## src/rtl/sort4_ctrl_if.sv

```systemverilog
// Load/output handshake bundle for sort4_ctrl. The master side is the
// producer/consumer environment and the slave side is the sorter.
interface sort4_ctrl_if;
    logic       in_valid;
    logic [3:0] in_data;
    logic       in_ready;
    logic       out_valid;
    logic [3:0] out_data;
    logic       out_ready;
    logic       out_last;

    modport master (
        output in_valid, in_data, out_ready,
        input  in_ready, out_valid, out_data, out_last
    );

    modport slave (
        input  in_valid, in_data, out_ready,
        output in_ready, out_valid, out_data, out_last
    );
endinterface

```

## src/rtl/sort4_ctrl.sv

```systemverilog
// sort4_ctrl: loads four 4-bit values, bubble-sorts them in place through one
// shared comparator, then streams them out in ascending order.
module sort4_cmp (
    input  logic [3:0] a,
    input  logic [3:0] b,
    output logic       equality,
    output logic       a_greater,
    output logic       b_greater
);
    assign equality  = (a == b);
    assign a_greater = (a > b);
    assign b_greater = (a < b);
endmodule

module sort4_ctrl (
    input  logic        clk,
    input  logic        rst,
    sort4_ctrl_if.slave bus,
    output logic        busy,
    output logic [2:0]  swap_count
);
    typedef enum logic [1:0] {LOAD = 2'd0, SORT = 2'd1, OUT = 2'd2} state_t;

    state_t          state_q, state_d;
    logic [3:0][3:0] r_q, r_d;
    logic [1:0]      lcnt_q, lcnt_d;
    logic [1:0]      ocnt_q, ocnt_d;
    logic [1:0]      pass_q, pass_d;
    logic [1:0]      idx_q, idx_d;
    logic            swapped_q, swapped_d;
    logic [2:0]      swap_count_q, swap_count_d;

    logic [1:0] idx_nx;
    logic [3:0] cmp_a, cmp_b;
    logic       cmp_eq, cmp_a_gt, cmp_b_gt;
    logic       do_swap, last_cmp;

    logic       in_ready_o, out_valid_o, out_last_o, busy_o;
    logic [3:0] out_data_o;

    assign idx_nx = idx_q + 2'd1;
    assign cmp_a  = r_q[idx_q];
    assign cmp_b  = r_q[idx_nx];

    sort4_cmp u_cmp (
        .a         (cmp_a),
        .b         (cmp_b),
        .equality  (cmp_eq),
        .a_greater (cmp_a_gt),
        .b_greater (cmp_b_gt)
    );

    // Equal or B-greater pairs keep their order, which keeps the sort stable.
    assign do_swap  = cmp_a_gt & ~(cmp_eq | cmp_b_gt);
    assign last_cmp = (idx_q == (2'd2 - pass_q));

    always_ff @(posedge clk) begin
        if (rst) begin
            state_q      <= LOAD;
            r_q          <= '0;
            lcnt_q       <= 2'd0;
            ocnt_q       <= 2'd0;
            pass_q       <= 2'd0;
            idx_q        <= 2'd0;
            swapped_q    <= 1'b0;
            swap_count_q <= 3'd0;
        end else begin
            state_q      <= state_d;
            r_q          <= r_d;
            lcnt_q       <= lcnt_d;
            ocnt_q       <= ocnt_d;
            pass_q       <= pass_d;
            idx_q        <= idx_d;
            swapped_q    <= swapped_d;
            swap_count_q <= swap_count_d;
        end
    end

    always_comb begin
        state_d      = state_q;
        r_d          = r_q;
        lcnt_d       = lcnt_q;
        ocnt_d       = ocnt_q;
        pass_d       = pass_q;
        idx_d        = idx_q;
        swapped_d    = swapped_q;
        swap_count_d = swap_count_q;
        case (state_q)
            LOAD: begin
                if (bus.in_valid) begin
                    r_d[lcnt_q] = bus.in_data;
                    lcnt_d      = lcnt_q + 2'd1;
                    if (lcnt_q == 2'd3) begin
                        state_d      = SORT;
                        pass_d       = 2'd0;
                        idx_d        = 2'd0;
                        swapped_d    = 1'b0;
                        swap_count_d = 3'd0;
                    end
                end
            end
            SORT: begin
                if (do_swap) begin
                    r_d[idx_q]   = r_q[idx_nx];
                    r_d[idx_nx]  = r_q[idx_q];
                    swapped_d    = 1'b1;
                    swap_count_d = swap_count_q + 3'd1;
                end
                // A pass without any swap (this compare included) means sorted.
                if (last_cmp) begin
                    if (pass_q == 2'd2 || !(swapped_q || do_swap)) begin
                        state_d = OUT;
                        ocnt_d  = 2'd0;
                    end else begin
                        pass_d    = pass_q + 2'd1;
                        idx_d     = 2'd0;
                        swapped_d = 1'b0;
                    end
                end else begin
                    idx_d = idx_nx;
                end
            end
            OUT: begin
                if (bus.out_ready) begin
                    if (ocnt_q == 2'd3) begin
                        state_d = LOAD;
                        lcnt_d  = 2'd0;
                        ocnt_d  = 2'd0;
                    end else begin
                        ocnt_d = ocnt_q + 2'd1;
                    end
                end
            end
            default: state_d = LOAD;
        endcase
    end

    // Status outputs are forced low while reset is held.
    always_comb begin
        in_ready_o  = 1'b0;
        out_valid_o = 1'b0;
        out_last_o  = 1'b0;
        busy_o      = 1'b0;
        out_data_o  = r_q[ocnt_q];
        if (!rst) begin
            in_ready_o  = (state_q == LOAD);
            busy_o      = (state_q == SORT);
            out_valid_o = (state_q == OUT);
            out_last_o  = (state_q == OUT) && (ocnt_q == 2'd3);
        end
    end

    assign bus.in_ready  = in_ready_o;
    assign bus.out_valid = out_valid_o;
    assign bus.out_last  = out_last_o;
    assign bus.out_data  = out_data_o;
    assign busy          = busy_o;
    assign swap_count    = swap_count_q;
endmodule

```

## src/flat_wrapper.sv

```systemverilog
// flat-port wrapper written by rule: the top's interface ports become plain ports
module sort4_ctrl_flat 
  (clk, rst, busy, swap_count, bus_in_valid, bus_in_data, bus_out_ready, bus_in_ready, bus_out_valid, bus_out_data, bus_out_last);
  sort4_ctrl_if bus_i ();
  input  logic clk;
  input  logic rst;
  output logic busy;
  output logic [2:0] swap_count;
  input wire logic [$bits(bus_i.in_valid)-1:0] bus_in_valid;
  input wire logic [$bits(bus_i.in_data)-1:0] bus_in_data;
  input wire logic [$bits(bus_i.out_ready)-1:0] bus_out_ready;
  output wire logic [$bits(bus_i.in_ready)-1:0] bus_in_ready;
  output wire logic [$bits(bus_i.out_valid)-1:0] bus_out_valid;
  output wire logic [$bits(bus_i.out_data)-1:0] bus_out_data;
  output wire logic [$bits(bus_i.out_last)-1:0] bus_out_last;
  assign bus_i.in_valid = bus_in_valid;
  assign bus_i.in_data = bus_in_data;
  assign bus_i.out_ready = bus_out_ready;
  assign bus_in_ready = bus_i.in_ready;
  assign bus_out_valid = bus_i.out_valid;
  assign bus_out_data = bus_i.out_data;
  assign bus_out_last = bus_i.out_last;
  sort4_ctrl u_core (.clk(clk), .rst(rst), .bus(bus_i), .busy(busy), .swap_count(swap_count));
endmodule
```

## config.mk

```make
export PLATFORM = sky130hd
export DESIGN_NAME = sort4_ctrl_flat
export DESIGN_NICKNAME = d
export VERILOG_FILES = /design/src/rtl/sort4_ctrl_if.sv /design/src/rtl/sort4_ctrl.sv /design/src/flat_wrapper.sv
export SDC_FILE = /design/constraint.sdc
export NUM_CORES = 1
export LEC_CHECK = 0
export ABC_AREA = 1
export CAP_MARGIN = 20
export CORE_MARGIN = 3
export CORE_UTILIZATION = 35
export CTS_CLUSTER_DIAMETER = 80
export CTS_CLUSTER_SIZE = 30
export DETAILED_ROUTE_END_ITERATION = 12
export HOLD_SLACK_MARGIN = 0.02
export PLACE_DENSITY = 0.63
export SYNTH_ARGS = -nofsm -noshare
export SYNTH_HDL_FRONTEND = slang
export SYNTH_SLANG_ARGS = --single-unit
```

## constraint.sdc

```tcl
create_clock -name clk -period 2.7 [get_ports clk]
set_input_delay 0.54 -clock clk [delete_from_list [all_inputs] [get_ports clk]]
set_output_delay 0.54 -clock clk [all_outputs]
set_load 0.05 [all_outputs]
```

==> run metrics <==
status completed; initial antenna violation count 0; drt total wl 7.076 mm; DRC Markers 0; vias in the first global route 2576; Power Density 980.8 nW/um^2; port buffer count 18; Hold Path Class flop to flop; largest net degree at the start of global routing 33; clock share of power 12.0%; Synth Area in Adders 7.595%; final worst-path cycle share 89.58%; Seq cells post-synth 30; combinational share of power 63.6%; CTS buffer count 5; Slew @ Worst Pin 0.4916 ns; yosys warns 0; Max-cap violations 0; GRT Overall Usage 17.70%; Critical Path End Type flop; largest family of logic cells by synthesized area simple AND/OR/NAND/NOR gates; Clock Latency Late Sink 0.28 ns; Cell Int Power 1351 uW; CTS tree built; Net Count, Synth 450; layout cell share with drive strength beyond 1 9.354%; detail-routed via count per cell 4.991; Clk pin slew, worst setup/hold paths 0.06 ns; Clock Tree Buf Depth 2; Mapped Cells 427; post-synthesis mux area share 0%; Synth Area in XOR/XNOR 0.7089%; RSZ-0062 raised after global routing true; Seq pwr share 24.4%; post-synthesis sequential area ratio 24.30%; Final Wtd Congestion 0.9561; Pleak 0.001361 uW; # nets final 472; Final setup viols 0; total number of H-tree levels 2; fillers 695; 1st-pass router iterations 5; syn avg cell area 5.787 sq um; worst path required time 2.91 ns; Site Rows 29; Die ar. 8105 sq um; design area 2893 sq um; CP Cell Sequence inv_2 -> ha_1 -> inv_2 -> a21oi_1 -> o21ai_0 -> nand2_1 -> ha_1 -> nand2_1 -> nand2_1 -> nand2_1 -> nand2_1 -> nand3_1 -> nand2_4 -> nand3_2 -> nand2_1 -> nand2_1 -> nor2_1; Mapped Area 2471 sq um; die height 90.03 um; worst clock skew 0.009367 ns; crit path time final 2.419 ns; Root Buffer Master clkbuf_8; Netlist cell types 26; GR Overflow Total 0; # IOs 19; ANT cells 0; R2R setup slack 0.28 ns; cts hold-fix bufs 0; WS Path Type flop to flop; CTS sink cnt 30; Arrival @ worst endpoint 2.63 ns; DRC violation total after the first TritonRoute iteration 209; Compound-Gate Fraction of Synth Area 12.86%; placed instance area 2774 sq um; crit-path max FO 8; first-pass GRT wire length 11.95 mm; area of the core 6604 sq um; commonest non-fill, non-tap cells in the layout 113 x nand2_1, 81 x nor2_1, 46 x inv_1; Final Hold Viols 0; P_sw 1486 uW; worst relative slew slack 67.12%; max-slew violations 0; crit path max-delay cell type dfxtp_1; DP Wirelength 5.316 mm; DRT antenna net count 0; setup TNS 0 ns; Peak VDD IR 0.0003865 V; die span in x 90.03 um; startpoint types flop; Starting Density 37.42%; cell mode on critical path nand2_1; Synth Area in Simple Gates 44.00%; Largest stage delay, worst path 0.34 ns; Avg WL per Cell 13.06 um; switching share of total power 52.37%; area grow syn2layout 17.06%; commonest non-fill, non-tap cell in the layout nand2_1; Max Fclk 0.4135 GHz; DR vias 2705
through the flow:
stage               std cells  hold WS (ns)  util [%]  setup WS [ns]  total power [uW]
floorplan                 427        0.4427         -         0.2710              1968
global placement          532        0.4623     42.00         0.2585              2379
detailed placement        532        0.4757     42.00         0.1930              2397
CTS                       539        0.4843     43.16         0.1845              2741
global route              542        0.5181     43.80       -0.02228              3134
finish                    542        0.4753     43.80         0.2815              2837
flip-flops by register name, summed over array words and instances (netlist names):
signal	count
u_core.state_q	2
u_core.swap_count	3
u_core.lcnt_q	2
u_core.swapped_q	1
u_core.idx_q	2
u_core.r_q	16
u_core.pass_q	2
u_core.ocnt_q	2
power by group through the flow:
stage	Combinational (uW)	Clock (uW)	Sequential [uW]
2_1_floorplan	1280	0	692
3_3_place_gp	1680	0	702
3_5_place_dp	1700	0	702
4_1_cts	1700	346	693
5_1_grt	2060	368	708
6_report	1800	340	692
cell type report:
cell class | count | area, sq um | area share (%)
Clock buffer | 7 | 76.32 | 2.638
Inverter | 49 | 183.9 | 6.358
Tap cell | 93 | 116.4 | 4.023
Multi-Input combinational cell | 335 | 1630 | 56.36
Sequential cell | 30 | 600.6 | 20.76
Timing Repair Buffer | 28 | 285.3 | 9.862
final timing paths:
path / from / endpoint / cells after the start
max reg2reg: u_core.idx_q[0]$_SDFFE_PP0P_ / u_core.r_q[1]$_SDFFE_PP0P_ / 17
min: u_core.swapped_q$_SDFFE_PP0P_ / u_core.swapped_q$_SDFFE_PP0P_ / 2
max: u_core.idx_q[0]$_SDFFE_PP0P_ / u_core.r_q[1]$_SDFFE_PP0P_ / 17
min reg2reg: u_core.swapped_q$_SDFFE_PP0P_ / u_core.swapped_q$_SDFFE_PP0P_ / 2
cell families after synthesis:
logic type | after synthesis
AO/OA/AOI/OAI | 62
XOR/XNOR | 2
adder cells (fa/ha/maj) | 15
buffers and inverters | 62
flip-flops | 30
AND/OR/NAND/NOR | 256
synth_stat cells:
cell type | instances | area share (%)
nor2_1 | 81 | 12
inv_1 | 47 | 7.1
a22oi_1 | 1 | 0.30
o21ai_0 | 13 | 2.6
nand4_1 | 2 | 0.51
ha_1 | 15 | 7.6
nor2_4 | 2 | 0.91
or2_1 | 1 | 0.25
nand2_2 | 3 | 0.76
nand3_2 | 5 | 2.0
xor2_1 | 1 | 0.35
nand2_1 | 114 | 17
clkbuf_1 | 5 | 0.76
or2_2 | 4 | 1.0
dfxtp_1 | 30 | 24
buf_4 | 2 | 0.61
o211ai_1 | 1 | 0.30
a21oi_1 | 28 | 5.7
buf_6 | 2 | 0.91
buf_2 | 4 | 0.81
inv_2 | 2 | 0.30
nor3_1 | 2 | 0.41
xnor2_1 | 1 | 0.35
nand3_1 | 42 | 8.5
o21ai_1 | 18 | 3.6
o21a_1 | 1 | 0.30
routing by layer:
metal  part of all wire [%]  wire (um)  GRT usage (%)
met5                      0          0              0
met4                    2.5        178          5.740
met3                    6.6        469          3.589
met2                     45       3190          28.87
met1                     46       3238          23.35
critical path, delay by kind of cell, from the launching register on:
family,cells,cell delay (ns)
adders and majority gates,2,0.65
DFF,1,0.34
buffers and inverters,2,0.17
AOI/OAI and AO/OA,2,0.12
and+or+nand+nor,11,1.07
what timing repair did:
item	4_1_cts	5_1_grt
gates resized for setup	0	5
endpoints found under the setup margin	0	22
setup buffers	0	3
(Power assumes the default switching activity.)
